--- src/rtl/cmp_stream_unit_if.sv ---
// Operand/result stream interface for cmp_stream_unit.
// The master drives operands and accepts results; the slave is the comparator.
interface cmp_stream_unit_if #(
    parameter int unsigned WIDTH = 6
);
    logic             in_valid;
    logic             in_ready;
    logic [WIDTH-1:0] in_a;
    logic [WIDTH-1:0] in_b;
    logic [2:0]       op;
    logic             is_signed;
    logic             out_valid;
    logic             out_ready;
    logic [WIDTH-1:0] result;
    logic [2:0]       flags;

    modport master (
        output in_valid, in_a, in_b, op, is_signed, out_ready,
        input  in_ready, out_valid, result, flags
    );

    modport slave (
        input  in_valid, in_a, in_b, op, is_signed, out_ready,
        output in_ready, out_valid, result, flags
    );
endinterface

--- src/rtl/cmp_stream_unit.sv ---
// Signed/unsigned comparator with a registered valid/ready result stage
// and running min/max/count statistics over operand A.
module cmp_stream_unit #(
    parameter int unsigned WIDTH = 6,
    parameter int unsigned CNT_W = 8
) (
    input  logic               clk,
    input  logic               rst,
    cmp_stream_unit_if.slave   bus,
    input  logic               clr_stats,
    output logic [WIDTH-1:0]   run_min,
    output logic [WIDTH-1:0]   run_max,
    output logic [CNT_W-1:0]   stat_count
);

    typedef enum logic [2:0] {
        OP_LT  = 3'b000,
        OP_LE  = 3'b001,
        OP_EQ  = 3'b010,
        OP_NE  = 3'b011,
        OP_GT  = 3'b100,
        OP_GE  = 3'b101,
        OP_MIN = 3'b110,
        OP_MAX = 3'b111
    } op_e;

    typedef enum logic {
        ST_EMPTY,
        ST_ACTIVE
    } stat_state_e;

    // Returns {gt, eq, lt}. Signed mode flips the sign bit so an unsigned
    // compare orders two's-complement values exactly, with no negation.
    function automatic logic [2:0] compare(input logic [WIDTH-1:0] a,
                                           input logic [WIDTH-1:0] b,
                                           input logic             sgn);
        logic [WIDTH-1:0] ka;
        logic [WIDTH-1:0] kb;
        ka = a;
        kb = b;
        if (sgn) begin
            ka[WIDTH-1] = ~a[WIDTH-1];
            kb[WIDTH-1] = ~b[WIDTH-1];
        end
        return {ka > kb, ka == kb, ka < kb};
    endfunction

    logic             out_valid_q, out_valid_d;
    logic [WIDTH-1:0] result_q, result_d;
    logic [2:0]       flags_q, flags_d;
    logic [WIDTH-1:0] run_min_q, run_min_d;
    logic [WIDTH-1:0] run_max_q, run_max_d;
    logic [CNT_W-1:0] stat_count_q, stat_count_d;
    stat_state_e      stat_state_q, stat_state_d;

    logic             in_ready;
    logic             accept;
    logic [2:0]       cur_flags;
    logic [2:0]       min_flags;
    logic [2:0]       max_flags;

    assign in_ready      = !out_valid_q || bus.out_ready;
    assign accept        = bus.in_valid && in_ready;
    assign bus.in_ready  = in_ready;
    assign bus.out_valid = out_valid_q;
    assign bus.result    = result_q;
    assign bus.flags     = flags_q;
    assign run_min       = run_min_q;
    assign run_max       = run_max_q;
    assign stat_count    = stat_count_q;

    // Result stage: load on accept, drop valid on release without a new accept.
    always_comb begin
        cur_flags   = compare(bus.in_a, bus.in_b, bus.is_signed);
        out_valid_d = out_valid_q;
        result_d    = result_q;
        flags_d     = flags_q;
        if (accept) begin
            out_valid_d = 1'b1;
            flags_d     = cur_flags;
            case (op_e'(bus.op))
                OP_LT:  result_d = WIDTH'(cur_flags[0]);
                OP_LE:  result_d = WIDTH'(cur_flags[0] | cur_flags[1]);
                OP_EQ:  result_d = WIDTH'(cur_flags[1]);
                OP_NE:  result_d = WIDTH'(!cur_flags[1]);
                OP_GT:  result_d = WIDTH'(cur_flags[2]);
                OP_GE:  result_d = WIDTH'(cur_flags[2] | cur_flags[1]);
                OP_MIN: result_d = cur_flags[2] ? bus.in_b : bus.in_a;
                OP_MAX: result_d = cur_flags[0] ? bus.in_b : bus.in_a;
            endcase
        end else if (out_valid_q && bus.out_ready) begin
            out_valid_d = 1'b0;
        end
    end

    // Statistics next state: clear first, then a same-cycle sample loads on top.
    always_comb begin
        min_flags    = compare(bus.in_a, run_min_q, bus.is_signed);
        max_flags    = compare(bus.in_a, run_max_q, bus.is_signed);
        stat_state_d = stat_state_q;
        run_min_d    = run_min_q;
        run_max_d    = run_max_q;
        stat_count_d = stat_count_q;
        if (clr_stats) begin
            stat_state_d = ST_EMPTY;
            run_min_d    = '0;
            run_max_d    = '0;
            stat_count_d = '0;
        end
        if (accept) begin
            if (stat_state_d == ST_EMPTY) begin
                stat_state_d = ST_ACTIVE;
                run_min_d    = bus.in_a;
                run_max_d    = bus.in_a;
                stat_count_d = CNT_W'(1);
            end else begin
                if (min_flags[0]) run_min_d = bus.in_a;
                if (max_flags[2]) run_max_d = bus.in_a;
                if (stat_count_q != '1) stat_count_d = stat_count_q + CNT_W'(1);
            end
        end
    end

    // Statistics state register.
    always_ff @(posedge clk) begin
        if (rst) stat_state_q <= ST_EMPTY;
        else     stat_state_q <= stat_state_d;
    end

    // Result and statistics data registers.
    always_ff @(posedge clk) begin
        if (rst) begin
            out_valid_q  <= 1'b0;
            result_q     <= '0;
            flags_q      <= '0;
            run_min_q    <= '0;
            run_max_q    <= '0;
            stat_count_q <= '0;
        end else begin
            out_valid_q  <= out_valid_d;
            result_q     <= result_d;
            flags_q      <= flags_d;
            run_min_q    <= run_min_d;
            run_max_q    <= run_max_d;
            stat_count_q <= stat_count_d;
        end
    end

endmodule

--- src/flat_wrapper.sv ---
// flat-port wrapper written by rule: the top's interface ports become plain ports
module cmp_stream_unit_flat 
#(
    parameter int unsigned WIDTH = 6,
    parameter int unsigned CNT_W = 8
)
  (clk, rst, clr_stats, run_min, run_max, stat_count, bus_in_valid, bus_in_a, bus_in_b, bus_op, bus_is_signed, bus_out_ready, bus_in_ready, bus_out_valid, bus_result, bus_flags);
  cmp_stream_unit_if #(.WIDTH(WIDTH)) bus_i ();
  input  logic clk;
  input  logic rst;
  input  logic clr_stats;
  output logic [WIDTH-1:0] run_min;
  output logic [WIDTH-1:0] run_max;
  output logic [CNT_W-1:0] stat_count;
  input wire logic [$bits(bus_i.in_valid)-1:0] bus_in_valid;
  input wire logic [$bits(bus_i.in_a)-1:0] bus_in_a;
  input wire logic [$bits(bus_i.in_b)-1:0] bus_in_b;
  input wire logic [$bits(bus_i.op)-1:0] bus_op;
  input wire logic [$bits(bus_i.is_signed)-1:0] bus_is_signed;
  input wire logic [$bits(bus_i.out_ready)-1:0] bus_out_ready;
  output wire logic [$bits(bus_i.in_ready)-1:0] bus_in_ready;
  output wire logic [$bits(bus_i.out_valid)-1:0] bus_out_valid;
  output wire logic [$bits(bus_i.result)-1:0] bus_result;
  output wire logic [$bits(bus_i.flags)-1:0] bus_flags;
  assign bus_i.in_valid = bus_in_valid;
  assign bus_i.in_a = bus_in_a;
  assign bus_i.in_b = bus_in_b;
  assign bus_i.op = bus_op;
  assign bus_i.is_signed = bus_is_signed;
  assign bus_i.out_ready = bus_out_ready;
  assign bus_in_ready = bus_i.in_ready;
  assign bus_out_valid = bus_i.out_valid;
  assign bus_result = bus_i.result;
  assign bus_flags = bus_i.flags;
  cmp_stream_unit #(.WIDTH(WIDTH), .CNT_W(CNT_W)) u_core (.clk(clk), .rst(rst), .bus(bus_i), .clr_stats(clr_stats), .run_min(run_min), .run_max(run_max), .stat_count(stat_count));
endmodule
--- config.mk ---
export PLATFORM = sky130hd
export DESIGN_NAME = cmp_stream_unit_flat
export DESIGN_NICKNAME = d
export VERILOG_FILES = /design/src/rtl/cmp_stream_unit_if.sv /design/src/rtl/cmp_stream_unit.sv /design/src/flat_wrapper.sv
export SDC_FILE = /design/constraint.sdc
export NUM_CORES = 1
export LEC_CHECK = 0
export CAP_MARGIN = 5
export CORE_ASPECT_RATIO = 0.7
export CORE_MARGIN = 2
export CORE_UTILIZATION = 45
export CTS_BUF_LIST = sky130_fd_sc_hd__clkbuf_8
export CTS_CLUSTER_DIAMETER = 120
export DETAILED_ROUTE_END_ITERATION = 10
export GPL_TIMING_DRIVEN = 0
export PLACE_DENSITY = 0.78
export SETUP_SLACK_MARGIN = 0.15
export SYNTH_ARGS = -nofsm -noshare
export SYNTH_HDL_FRONTEND = slang
export SYNTH_SLANG_ARGS = --single-unit
--- constraint.sdc ---
create_clock -name clk -period 2.3 [get_ports clk]
set_clock_uncertainty 0.1 [all_clocks]
set_input_delay 0.575 -clock clk [delete_from_list [all_inputs] [get_ports clk]]
set_output_delay 0.575 -clock clk [all_outputs]
set_load 0.03 [all_outputs]
## Yosys cells after proc, flatten, opt, wreduce, memory -nomap -nowiden

Cells that the tools add are included.

| cells by class | value |
|---|---|
| reduce and logical (&&, ||, !) cells | 7 |
| magnitude comparators | 4 |
| equal/unequal tests | 9 |
| add/subtract/negate cells | 1 |
| bitwise logic cells | 6 |
| mux-type cells | 23 |

Operators with widths:

| cell | count |
|---|---|
| $mux 6 | 10 |
| $pmux 6 s8 | 1 |
| $mux 8 | 4 |
| $eq 3x3->1 const B | 4 |
| $gt 6x6->1 | 2 |
| $lt 6x6->1 | 2 |
| $add 8x1->8 const B | 1 |
| $mux 1 | 8 |
| $ne 8x8->1 const B | 1 |
| $eq 3x2->1 const B | 2 |
| $eq 6x6->1 | 1 |
| $not 1->1 | 4 |
| $eq 3x1->1 const B | 1 |
| $logic_not 3->1 | 1 |
| $logic_and 1x1->1 | 2 |
| $logic_not 1->1 | 2 |
| $or 1x1->1 | 2 |
| $reduce_bool 2->1 | 1 |
| $logic_or 1x1->1 | 1 |

| word-level totals | value |
|---|---|
| output and inout port bits | 31 |
| bits in registers | 31 |
| input port bits | 21 |

## Longest topological paths before layout

| logic depth | value |
|---|---|
| depth after elaboration | 6 |
| mapped depth | 8 |
| mapped depth without buffers | 8 |

## Worst setup path after synthesis

OpenSTA, ideal clock, no wires.

| timing path | value |
|---|---|
| path type | input-to-reg |
| start point | input port bus_in_b[3] |
| end point | register u_core.result_q[0], in the netlist u_core.bus.result[0] |
| stages on the path | 8 |
| buffers on the path | 0 |
| required time | 2.080 ns |
| data arrival time | 2.148 ns |
| setup slack | -0.068 ns |
| cells stage by stage | inv_1 ha_1 a21oi_1 nor3b_1 a211oi_4 nor2_2 mux2_4 a211o_1 |

| on the way | value |
|---|---|
| longest elaborated chain between the ends | 3 |
| elaborated cells on any way between the ends | 9 |
| those cells by class | order compare (2); eq/ne (1); mux (3); bitwise (2); reduce/logical (1) |

Ends and longest elaborated chain:

| item | RTL line | text |
|---|---|---|
| start: declaration | flat_wrapper.sv:17 | `input wire logic [$bits(bus_i.in_b)-1:0] bus_in_b;` |
| $lt 6x6->1 (tied with other cells) | cmp_stream_unit.sv:45 | `return {ka > kb, ka == kb, ka < kb};` |
| $mux 6 (tied with other cells) | cmp_stream_unit.sv:89 | `OP_MAX: result_d = cur_flags[0] ? bus.in_b : bus.in_a;` |
| $pmux 6 s8 * | cmp_stream_unit.sv:81 | `case (op_e'(bus.op))` |
| end signal: assignment | cmp_stream_unit.sv:141 | `result_q <= result_d;` |
| end: declaration | cmp_stream_unit.sv:49 | `logic [WIDTH-1:0] result_q, result_d;` |

Every way passes the cells marked *; elsewhere a longest branch is shown, timed or not.
A chain may end at the register's enable or synchronous reset.

## Worst setup path in the final report

| timing path | value |
|---|---|
| start point | input port bus_in_b[1] |
| end point | register u_core.result_q[0], in the netlist u_core.bus.result[0] |

The elaborated chain is that of the path after synthesis.

==> impl_metrics.toml <==
[outcome]
status = "completed"

[clock_tree]
cts_tree = "yes"
clockBufferDepth = 2
clkLatencyLatePin_ns = 0.29
clock_sinks = 31
cts_root_buf = "clkbuf_8"
clkTransAtPathRegs_ns = 0.06
numCtsBuffers = 5
h-tree-depth = 2
hold_buffers = 0

[setup_path]
reg2reg_depth = 8
r2r_end = "u_core.run_min[4]$_SDFF_PP0_"
path_class = "in -> reg"
path_max_fanout = 3
critPathSlowestCell = "a211oi_4"
r2r_slack_ns = 0.25
required_ns = 2.37
crit_path_end_kind = "register"
r2r_start = "u_core.run_min[2]$_SDFF_PP0_"
crit_chain = "clkdlybuf4s15_1 > inv_2 > ha_4 > a21o_1 > a211oi_4 > buf_4 > mux2i_1 > o21ai_1 > a211o_1"
cp-start-kind = "input port"
critPathArrivalTime_ns = 2.29
critPathLaunch = "bus_in_b[1]"
cpPeakStageDelay_ns = 0.29

[die]
rows = 20
fp.dieH_um = 59.2
fp.dieW_um = 82.9
start_util_pct = 46.1
ios = 52
coreArea_mm2 = 0.00425
dieArea_mm2 = 0.00491

[yosys]
yosysMostFrequentCell = "dfxtp_1"
yosys_warnings = 0
yosys-top-cells-count = "dfxtp_1, nor2_1, nand2_1"
yosysTopAreaCell = "dfxtp_1"
syn_nets = 273
synth_flop_cell = "dfxtp_1"
async_flop_share_pct = 0
synth_edf_count = 0
syn_inst = 237
ys_ff_latch = 31
synth_top_area_share_pct = 31.6
yosysSeqAreaShare_pct = 31.6
netlist_area_mm2 = 0.00196
synth_area_per_cell_um2 = 8.28
yosys-top-cells-area = "dfxtp_1, ha_1, mux2i_1"
synth.distinct_cells = 48

[pwr]
powerDensity_mw_per_mm2 = 505
total_leakage_power_nw = 1.24
peakVddDrop_v = 0.000354

[detailed_routing]
via_per_inst = 5.62
routed_wl_um = 5500
vias = 2028
drtIter0Drc = 81
firstDrtPassIters = 5
wl_per_cell_um = 15.2
antenna_left = 0
drc = 0

[place]
io_buffers = 50
dp_hpwl_um = 3710
place_congestion = 0.787

[global_routing]
grt_pass1_vias = 1895
grt_max_degree = 11
antenna_found_initial = 0
grt_pass1_wl_um = 8830
grt_usage_pct = 22.4
overflow = 0

[timing]
rsz0062_at_grt = "true"
whs_ns = 0.347
timing.fmax_ghz = 0.452
fin_crit_ns = 2.21
slew_viol_final = 0
worstMarginPinSlew_ns = 0.571
finalHoldViolations = 0
period_share_pct = 96.3
setup_viol = 0
max-slew-margin-rel_pct = 61.9

[finish]
layout.nets = 342
final_util_pct = 69.7
area_delta_synth_final_pct = 51.1
diodes = 0
drive_above_1_share_pct = 24.8
fillCellCount = 331

[worst_hold_path]
min_path_type = "reg -> reg"
min_from = "u_core.bus.result[1]$_SDFFE_PP0P_"
hold_depth = 2
holdPathEnd = "u_core.bus.result[1]$_SDFFE_PP0P_"

[run]
maxCapViolations = 0
[timing repair]
item,in CTS,in global routing
resized for setup,81,33
pin swaps,20,18
setup endpoints to repair,27,23
buffers inserted,8,4
[critical path, delay by kind of cell]
kind,cells,cell delay [ns]
AOI/OAI and AO/OA,4,0.84
adders and majority gates,1,0.22
buffers and inverters,3,0.44
muxes,1,0.21
[final cells by class]
cell class	count	area, um^2	area share, %
buffer	6	30.0	1.01
tap	55	68.8	2.32
clock buffer	6	82.6	2.79
clock inverter	1	5.00	0.169
inverter	18	70.1	2.36
timing repair buffer	62	587	19.8
sequential	31	626	21.1
multi-input combinational	182	1500	50.4
[how the worst max path moves through the flow]
stage	end	slack, ns
global placement	u_core.bus.result[0]$_SDFFE_PP0P_	-0.75
detailed placement	u_core.bus.result[0]$_SDFFE_PP0P_	-0.80
finish	u_core.bus.result[0]$_SDFFE_PP0P_	0.09
global route	u_core.bus.result[0]$_SDFFE_PP0P_	0.02
floorplan	u_core.bus.result[0]$_SDFFE_PP0P_	0.06
CTS	u_core.bus.result[0]$_SDFFE_PP0P_	0.14
[placed cells by master, fill, tap and decap left out, types with 5 or more instances in the layout]
cell type,n
mux2i_1,16
dfxtp_1,27
nor2_1,25
nand2_1,21
buf_4,13
clkdlybuf4s50_1,33
buf_6,6
clkbuf_8,6
a22o_1,5
nand3_1,6
inv_1,13
nand2b_1,6
a21oi_1,14
ha_1,7
buf_2,5
o21ai_1,7
ha_4,8
[power breakdown]
part,switching [W],leakage (nW),internal [W],total (W)
logic,0.000248,0.935,0.000222,0.000470
registers,0.0000183,0.255,0.000562,0.000580
clock network,0.000211,0.0470,0.000235,0.000446
[metrics by stage]
stage	total power [W]	setup WS [ns]	cells	cell area, um^2	setup TNS (ns)
final	0.00150	0.0854	361	2960	0
after global routing	0.00156	0.0165	361	2960	0
after CTS	0.00146	0.135	357	2830	0
after detailed placement	0.000977	-0.798	342	2610	-14.10
after global placement	0.000968	-0.752	342	2610	-13.45
after floorplan	0.000839	0.0560	237	2040	0
[sequential cells by signal (all words and copies together) (netlist names)]
signal	cells
u_core.stat_count	8
u_core.bus.result	6
u_core.run_max	6
u_core.run_min	6
u_core.bus.flags	3
u_core.bus.out_valid	1
u_core.stat_state_q	1
[cells by family after synthesis]
logic type,count (synthesis),synth area share [%]
AND/OR/NAND/NOR,91,23.2
XOR/XNOR,3,1.34
multiplexers,18,9.69
buffers and inverters,24,4.65
AO/OA/AOI/OAI,55,20.0
flip-flops,31,31.6
adder cells (fa/ha/maj),15,9.57
[layer usage]
layer | global-route usage, % | wire length, um | vias up
met5 | 0 | 0 | -
met4 | 7.26 | 61 | 0
met3 | 4.18 | 269 | 10
met2 | 36.3 | 2520 | 68
met1 | 30.6 | 2640 | 964
li1 | - | - | 986
Note: power is estimated with default switching activity, not from simulation.
